==> src/rtl/logic_op_pkg.sv <==
// Shared op encodings and the bitwise op evaluator for the logic_op_pipe datapath.
package logic_op_pkg;

  // Widest operand apply_op can evaluate; callers zero-extend and slice back to their width.
  localparam int unsigned OP_MAX_W = 64;

  typedef enum logic [1:0] {
    OP_AND  = 2'b00,
    OP_OR   = 2'b01,
    OP_XOR  = 2'b10,
    OP_NAND = 2'b11
  } op_t;

  function automatic logic [OP_MAX_W-1:0] apply_op(
    input op_t                 op,
    input logic [OP_MAX_W-1:0] x,
    input logic [OP_MAX_W-1:0] y
  );
    logic [OP_MAX_W-1:0] r;
    case (op)
      OP_AND:  r = x & y;
      OP_OR:   r = x | y;
      OP_XOR:  r = x ^ y;
      default: r = ~(x & y);
    endcase
    return r;
  endfunction

endpackage

==> src/rtl/logic_op_stage.sv <==
// One pipeline stage: a valid bit plus a data word, loaded when the stage advances.
module logic_op_stage
  import logic_op_pkg::*;
#(
  parameter int unsigned WIDTH = 8
) (
  input  logic             clock,
  input  logic             reset,
  input  logic             flush,
  input  logic             adv,
  input  logic             src_valid,
  input  logic [WIDTH-1:0] src_data,
  output logic             valid_nxt,
  output logic             valid,
  output logic [WIDTH-1:0] data
);

  logic             valid_q, valid_d;
  logic [WIDTH-1:0] data_q, data_d;

  // Next state: flush clears the valid bit, otherwise load from upstream on advance, else hold.
  always_comb begin
    valid_d = valid_q;
    data_d  = data_q;
    if (flush) begin
      valid_d = 1'b0;
    end else if (adv) begin
      valid_d = src_valid;
      data_d  = src_data;
    end
  end

  // Stage registers with asynchronous active-low reset.
  always_ff @(posedge clock or negedge reset) begin
    if (!reset) begin
      valid_q <= 1'b0;
      data_q  <= '0;
    end else begin
      valid_q <= valid_d;
      data_q  <= data_d;
    end
  end

  assign valid_nxt = valid_d;
  assign valid     = valid_q;
  assign data      = data_q;

endmodule

==> src/rtl/logic_op_pipe.sv <==
// Elastic DEPTH-stage pipeline computing a bitwise op of x and y, with valid/ready,
// synchronous flush and a registered occupancy count.
module logic_op_pipe
  import logic_op_pkg::*;
#(
  parameter int unsigned WIDTH = 8,
  parameter int unsigned DEPTH = 2
) (
  input  logic                       clock,
  input  logic                       reset,
  input  logic                       flush,
  input  logic                       in_valid,
  output logic                       in_ready,
  input  logic [WIDTH-1:0]           in_x,
  input  logic [WIDTH-1:0]           in_y,
  input  logic [1:0]                 in_op,
  output logic                       out_valid,
  input  logic                       out_ready,
  output logic [WIDTH-1:0]           out_z,
  output logic [$clog2(DEPTH+1)-1:0] occupancy
);

  localparam int unsigned OCC_W = $clog2(DEPTH + 1);

  logic [DEPTH-1:0] stage_valid;
  logic [DEPTH-1:0] stage_valid_nxt;
  logic [DEPTH-1:0] adv;
  logic [DEPTH-1:0] src_valid;
  logic [WIDTH-1:0] stage_data [DEPTH];
  logic [WIDTH-1:0] src_data   [DEPTH];
  logic [WIDTH-1:0] op_res;
  logic             accept;
  logic [OCC_W-1:0] occ_q, occ_d;

  // Ready chain: the recursive adv_i = !valid_i || adv_{i+1} is unrolled into
  // "some stage from i to the tail is empty, or the output is being taken".
  always_comb begin
    logic full_tail;
    full_tail = 1'b1;
    adv       = '0;
    for (int unsigned i = 0; i < DEPTH; i++) begin
      full_tail = 1'b1;
      for (int unsigned j = i; j < DEPTH; j++) begin
        full_tail = full_tail & stage_valid[j];
      end
      adv[i] = !full_tail || out_ready;
    end
  end

  // Input acceptance, op evaluation at stage 0 and the per-stage upstream sources.
  always_comb begin
    in_ready    = reset && adv[0] && !flush;
    accept      = in_valid && in_ready;
    op_res      = WIDTH'(apply_op(op_t'(in_op), OP_MAX_W'(in_x), OP_MAX_W'(in_y)));
    src_valid   = '0;
    src_valid[0] = accept;
    src_data[0]  = op_res;
    for (int unsigned i = 1; i < DEPTH; i++) begin
      src_valid[i] = stage_valid[i-1];
      src_data[i]  = stage_data[i-1];
    end
  end

  for (genvar g = 0; g < DEPTH; g++) begin : g_stage
    logic_op_stage #(
      .WIDTH (WIDTH)
    ) u_stage (
      .clock     (clock),
      .reset     (reset),
      .flush     (flush),
      .adv       (adv[g]),
      .src_valid (src_valid[g]),
      .src_data  (src_data[g]),
      .valid_nxt (stage_valid_nxt[g]),
      .valid     (stage_valid[g]),
      .data      (stage_data[g])
    );
  end

  // Occupancy is the popcount of the stage valid bits the stages are about to load.
  always_comb begin
    occ_d = '0;
    for (int unsigned i = 0; i < DEPTH; i++) begin
      occ_d = occ_d + OCC_W'(stage_valid_nxt[i]);
    end
  end

  // Occupancy register, updated alongside the stages.
  always_ff @(posedge clock or negedge reset) begin
    if (!reset) begin
      occ_q <= '0;
    end else begin
      occ_q <= occ_d;
    end
  end

  assign out_valid = stage_valid[DEPTH-1];
  assign out_z     = out_valid ? stage_data[DEPTH-1] : '0;
  assign occupancy = occ_q;

endmodule

==> config.mk <==
export PLATFORM = sky130hd
export DESIGN_NAME = logic_op_pipe
export DESIGN_NICKNAME = d
export VERILOG_FILES = /design/src/rtl/logic_op_pkg.sv /design/src/rtl/logic_op_stage.sv /design/src/rtl/logic_op_pipe.sv
export SDC_FILE = /design/constraint.sdc
export NUM_CORES = 1
export LEC_CHECK = 0
export CAP_MARGIN = 10
export CELL_PAD_IN_SITES_DETAIL_PLACEMENT = 2
export CELL_PAD_IN_SITES_GLOBAL_PLACEMENT = 2
export CORE_ASPECT_RATIO = 1.1
export CORE_MARGIN = 10
export CORE_UTILIZATION = 30
export DETAILED_ROUTE_END_ITERATION = 6
export PLACE_DENSITY_LB_ADDON = 0.25
export SLEW_MARGIN = 10
export SYNTH_ARGS = -nofsm -noshare
export SYNTH_HDL_FRONTEND = slang
export SYNTH_SLANG_ARGS = --single-unit
==> constraint.sdc <==
create_clock -name clock -period 2.2 [get_ports clock]
set_input_delay 0.44 -clock clock [delete_from_list [all_inputs] [get_ports clock]]
set_output_delay 0.44 -clock clock [all_outputs]
set_load 0.1 [all_outputs]
### Yosys cells after proc, flatten, opt, wreduce, memory -nomap -nowiden

Index checks and enable logic that the tools add are counted.

| operators by class | value |
|---|---|
| $add $sub $neg | 1 |
| reduce and logical (&&, ||, !) cells | 11 |
| muxes and demuxes | 6 |
| eq/ne operators | 2 |
| bitwise operators | 6 |

Operators with widths:

| operator | number |
|---|---|
| $pmux W8 S3 | 1 |
| $and A8 B8 Y8 | 1 |
| $mux W8 | 1 |
| $not A8 Y8 | 1 |
| $or A8 B8 Y8 | 1 |
| $xor A8 B8 Y8 | 1 |
| $mux W1 | 4 |
| $reduce_and A2 Y1 | 2 |
| $logic_and A1 B1 Y1 | 3 |
| $logic_not A1 Y1 | 3 |
| $add A1 B1 Y2 | 1 |
| $eq A2 B1 Y1 const B | 1 |
| $eq A2 B2 Y1 const B | 1 |
| $logic_not A2 Y1 | 1 |
| $logic_or A1 B1 Y1 | 2 |
| $and A1 B1 Y1 | 1 |
| $not A1 Y1 | 1 |

| storage, ports and cells | value |
|---|---|
| logic and storage cells | 31 |
| input port bits | 23 |
| flip-flop bits (word level) | 20 |

### Depth between registers and ports, before layout

| logic depth | value |
|---|---|
| depth in word-level cells | 9 |
| gate-level depth with buffers | 5 |
| depth with buffers taken out | 5 |

### Modules after synthesis

A second synthesis with hierarchy kept.

| unflattened totals | value |
|---|---|
| cell total of the unflattened synthesis | 143 |
| area, all modules | 1496.4 µm² |

By module, submodules not included:

| module | cells each | times used | area each (µm²) |
|---|---|---|---|
| logic_op_stage | 21 | 2 | 384.1 |
| logic_op_pipe | 101 | 1 | 728.2 |

### Worst setup path before layout

No wires, ideal clock.

| timing | value |
|---|---|
| path type | reg-to-output |
| start point | register g_stage[1].u_stage.valid_q |
| end point | output port out_z[0] |
| cell stages (with the launch flop) | 3 |
| data arrival time | 1.970 ns |
| path slack | -0.210 ns |
| data required time | 1.760 ns |
| cell sequence | dfrtp_1 buf_2 and2_1 |

| between the ends | value |
|---|---|
| cells in the longest elaborated chain, start to end | 1 |

Ends and longest elaborated chain:

| item | RTL line | RTL |
|---|---|---|
| from (decl) | logic_op_stage.sv:18 | `logic valid_q, valid_d;` |
| from (signal assigned) | logic_op_stage.sv:39 | `valid_q <= valid_d;` |
| $mux W8 | logic_op_pipe.sv:98 | `assign out_z = out_valid ? stage_data[DEPTH-1] : '0;` |
| to (decl) | logic_op_pipe.sv:19 | `output logic [WIDTH-1:0] out_z,` |

No other way between the ends.

### Final worst setup path

| timing | value |
|---|---|
| start point | input port flush |
| end point | output port in_ready |

| between the ends | value |
|---|---|
| cells in the longest elaborated chain, start to end | 2 |

Ends and longest elaborated chain:

| item | RTL line | RTL |
|---|---|---|
| from (decl) | logic_op_pipe.sv:11 | `input logic flush,` |
| $logic_not A1 Y1 | logic_op_pipe.sv:52 | `in_ready = reset && adv[0] && !flush;` |
| $logic_and A1 B1 Y1 | logic_op_pipe.sv:52 |  |
| to (decl) | logic_op_pipe.sv:13 | `output logic in_ready,` |

No other way between the ends.

==> summary.txt <==
Worst setup path
  – CP top delay family: buffers and inverters
  – Start of the worst register-to-register path: g_stage[1].u_stage.valid$_DFF_PN0_
  – Worst Path Max Fanout: 6
  – Crit end category: output pin
  – Slowest-stage cell, CP: clkdlybuf4s50_1
  – Critical Path Start Type: input port
  – Critical path type: in -> out
  – Worst path max stage delay: 0.50 ns
  – WP data arrival: between 1.5 and 2 ns
  – FF-to-FF path depth: 3
  – Cells along the critical path: clkdlybuf4s50_1 > clkinv_1 > and3_2 > buf_12
  – Worst path required time: ~1.8 ns
  – Reg-to-reg endpoint: g_stage[1].u_stage.data[7]$_DFFE_PN0P_
  – Register-to-register setup slack: between 0.7 and 0.8 ns
  – Buf/Inv on CP: 3

Synth
  – Yosys top cell by area: dfrtp_1
  – Post-Syn Area: 1410 µm²
  – Synth cell types: 31
  – Top-area cell type share of the netlist area: 0.355
  – Mean post-synth cell area: 9.53 µm²
  – Cell with the most instances after synthesis: dfrtp_1
  – Top FF cell, synth: dfrtp_1
  – Commonest cells in the netlist: 20 x dfrtp_1, 18 x inv_1, 17 x ha_1
  – Top post-synthesis cells by area: dfrtp_1 35%, ha_1 15%, mux2_1 6.4%
  – Flops & latches, synth: 20
  – Asr flop ratio synth: 1.00
  – Mapped Cells: 148
  – Post-synth net total: 188
  – Post-synth EDFFs: 0
  – Post-synthesis sequential area ratio: 0.355
  – YS warnings: 0

Die
  – I/O pin total: 35
  – Die area: 7850 µm²
  – Chip width: 85.4 µm
  – Initial Utilization: 0.307
  – Cell row count: 26
  – Core area: ~4600 µm²
  – Die Y: a little over 90 µm

Place
  – Routability Congestion: about 0.78
  – IO buf count: 34
  – Cell Area, Placed: 1850 µm²
  – DP HPWL: 3360 µm
  – Place WS: 0.197 ns
  – Dpl cells: between 200 and 250

Power
  – Power after layout: 1.02 mW
  – Power density over the cells: approximately 540 nW/µm²
  – Sequential share of power: 0.438
  – Int Power: 0.704 mW
  – Max IR drop VDD: 0.264 mV
  – Sw frac: 0.310
  – Sw Pwr: 0.316 mW
  – Leakage: 0.897 nW
  – Comb pwr share: 0.287
  – Clock group share of total power: 0.275

Timing
  – F_max: about 500 MHz
  – Final setup viols: 0
  – Clk_skew: 0.00819 ns
  – Hold slack final: 0.492 ns
  – Minimum clock period after layout: 2.00 ns
  – Slew margin rel.: 0.577
  – RSZ-0062 raised after global routing: no
  – Slew @ Worst Pin: 0.632 ns
  – Slew Limit Fails: 0
  – Final Hold Violating Endpoints: 0
  – Worst setup margin: 0.203 ns
  – Setup TNS: 0 ns
  – Period utilization: 0.908

Cells and area
  – P&R area growth vs syn: 35.2%
  – Antenna diodes: 0
  – Area of the multi-input gates: 798 µm²
  – Fin util: 0.416
  – Post-Layout Cell Count: 240
  – Post-layout nets: approximately 230
  – Layout cells sized above 1: 0.185
  – Layout fillers: 508
  – Register area: 502 µm²
  – Finished layout cell area: 1910 µm²

Clocking
  – PostCTS Resize Cnt: 0
  – Clock-pin slew on the worst setup and hold paths: 0.08 ns
  – Total CTS buffers: 3
  – H-tree depth: 1
  – CTS tree: built
  – Hold Buf Count CTS: 0
  – Root Driver: clkbuf_8
  – Clock buffer depth: 2
  – TritonCTS Sinks: 20
  – Clk Latency, worst-skew pair: 0.26 ns
  – Setup Buffers After CTS: 0

Global routing
  – GR peak layer: met2
  – Largest net degree at the start of global routing: 30
  – Met1 track demand over resource: 0.118
  – GRT Total Usage: 0.109
  – Global-route wire length before repair: slightly above 7000 µm
  – GRT overflow: 0
  – Vias in the first global route: around 1400
  – Antenna violations before repair: 0
  – GRT met2 Usage: 0.206
  – Met3 Use GR: 0.0257

Hold path
  – HP Class: reg -> reg
  – Hold Path End: g_stage[1].u_stage.data[4]$_DFFE_PN0P_
  – Hold_sp: g_stage[1].u_stage.data[4]$_DFFE_PN0P_
  – Hold path depth: 1

Drt
  – Via/cell ratio: approximately 5
  – Residual DRC: 0
  – ANT nets after route: 0
  – First drt pass iteration count: 4
  – DRT Wirelength: 4100 µm
  – Wire per inst: around 17 µm
  – Initial DRC Count: 23
  – DR vias: 1203

Flow run
  – Maxcap violations: 0

Outcome
  – Status: completed
## per-layer routing
metal | vias to the layer above | wire (µm)
li1 | 574 | -
met1 | 595 | 1640
met2 | 30 | 2230
met3 | 4 | 196
met4 | 0 | 36
met5 | - | 0
## sequential cells by signal, indices dropped and copies added (netlist names)
| register | count |
|---|---|
| occupancy | 2 |
| g_stage.u_stage.data | 16 |
| g_stage.u_stage.valid | 2 |
## cell type report
type	instances	area share
sequential	20	0.263
inverter	19	0.0374
tap	56	0.0367
multi-input combinational	102	0.419
timing repair buffer	39	0.215
clock buffer	4	0.0289
## power groups by stage
stage               registers, mW  clock network (mW)  logic [mW]
global placement            0.448                   0       0.277
floorplan                   0.456                   0       0.172
detailed placement          0.455                   0       0.298
finish                      0.447               0.281       0.293
CTS                         0.448               0.290       0.300
global route                0.454               0.308       0.324
## worst max-delay path by stage
stage,start,endpoint,slack (ns),cells past startpoint
final,flush,in_ready,0.20,4
after global routing,flush,in_ready,0.13,4
after CTS,flush,in_ready,0.19,4
after detailed placement,in_op[1],g_stage[0].u_stage.data[0]$_DFFE_PN0P_,0.20,4
after global placement,out_ready,in_ready,0.23,4
after floorplan,g_stage[1].u_stage.valid$_DFF_PN0_,in_ready,0.29,3
## worst register-to-register path, stage by stage, from the launching register on
cell     delay [ns]
dfrtp_2        0.48
nor2b_2        0.21
nor2_4         0.24
mux2_1         0.37
## cells by family after synthesis
| logic type | after synthesis | synth area share |
|---|---|---|
| mux | 8 | 0.0639 |
| flops | 20 | 0.355 |
| compound gates | 35 | 0.165 |
| buf+inv | 26 | 0.0869 |
| fa+ha+maj | 17 | 0.151 |
| simple gates | 42 | 0.178 |
## cell usage in the layout, fill, tap and decap left out, types with 2 or more instances in the layout
cell	count
a221o_1	2
o211ai_1	3
o221ai_1	2
inv_1	18
buf_12	5
o21ai_0	4
clkdlybuf4s50_1	22
a21oi_1	8
and2_2	8
mux2_1	8
buf_4	12
o21ai_1	2
a31oi_1	4
clkbuf_8	4
dfrtp_1	19
nor2b_1	9
and2b_1	2
nor2_1	5
a211o_1	2
o31ai_1	7
ha_1	17
nand2_1	6
nand2b_1	2
or2_1	4
Power figures use the tool's default switching activity.
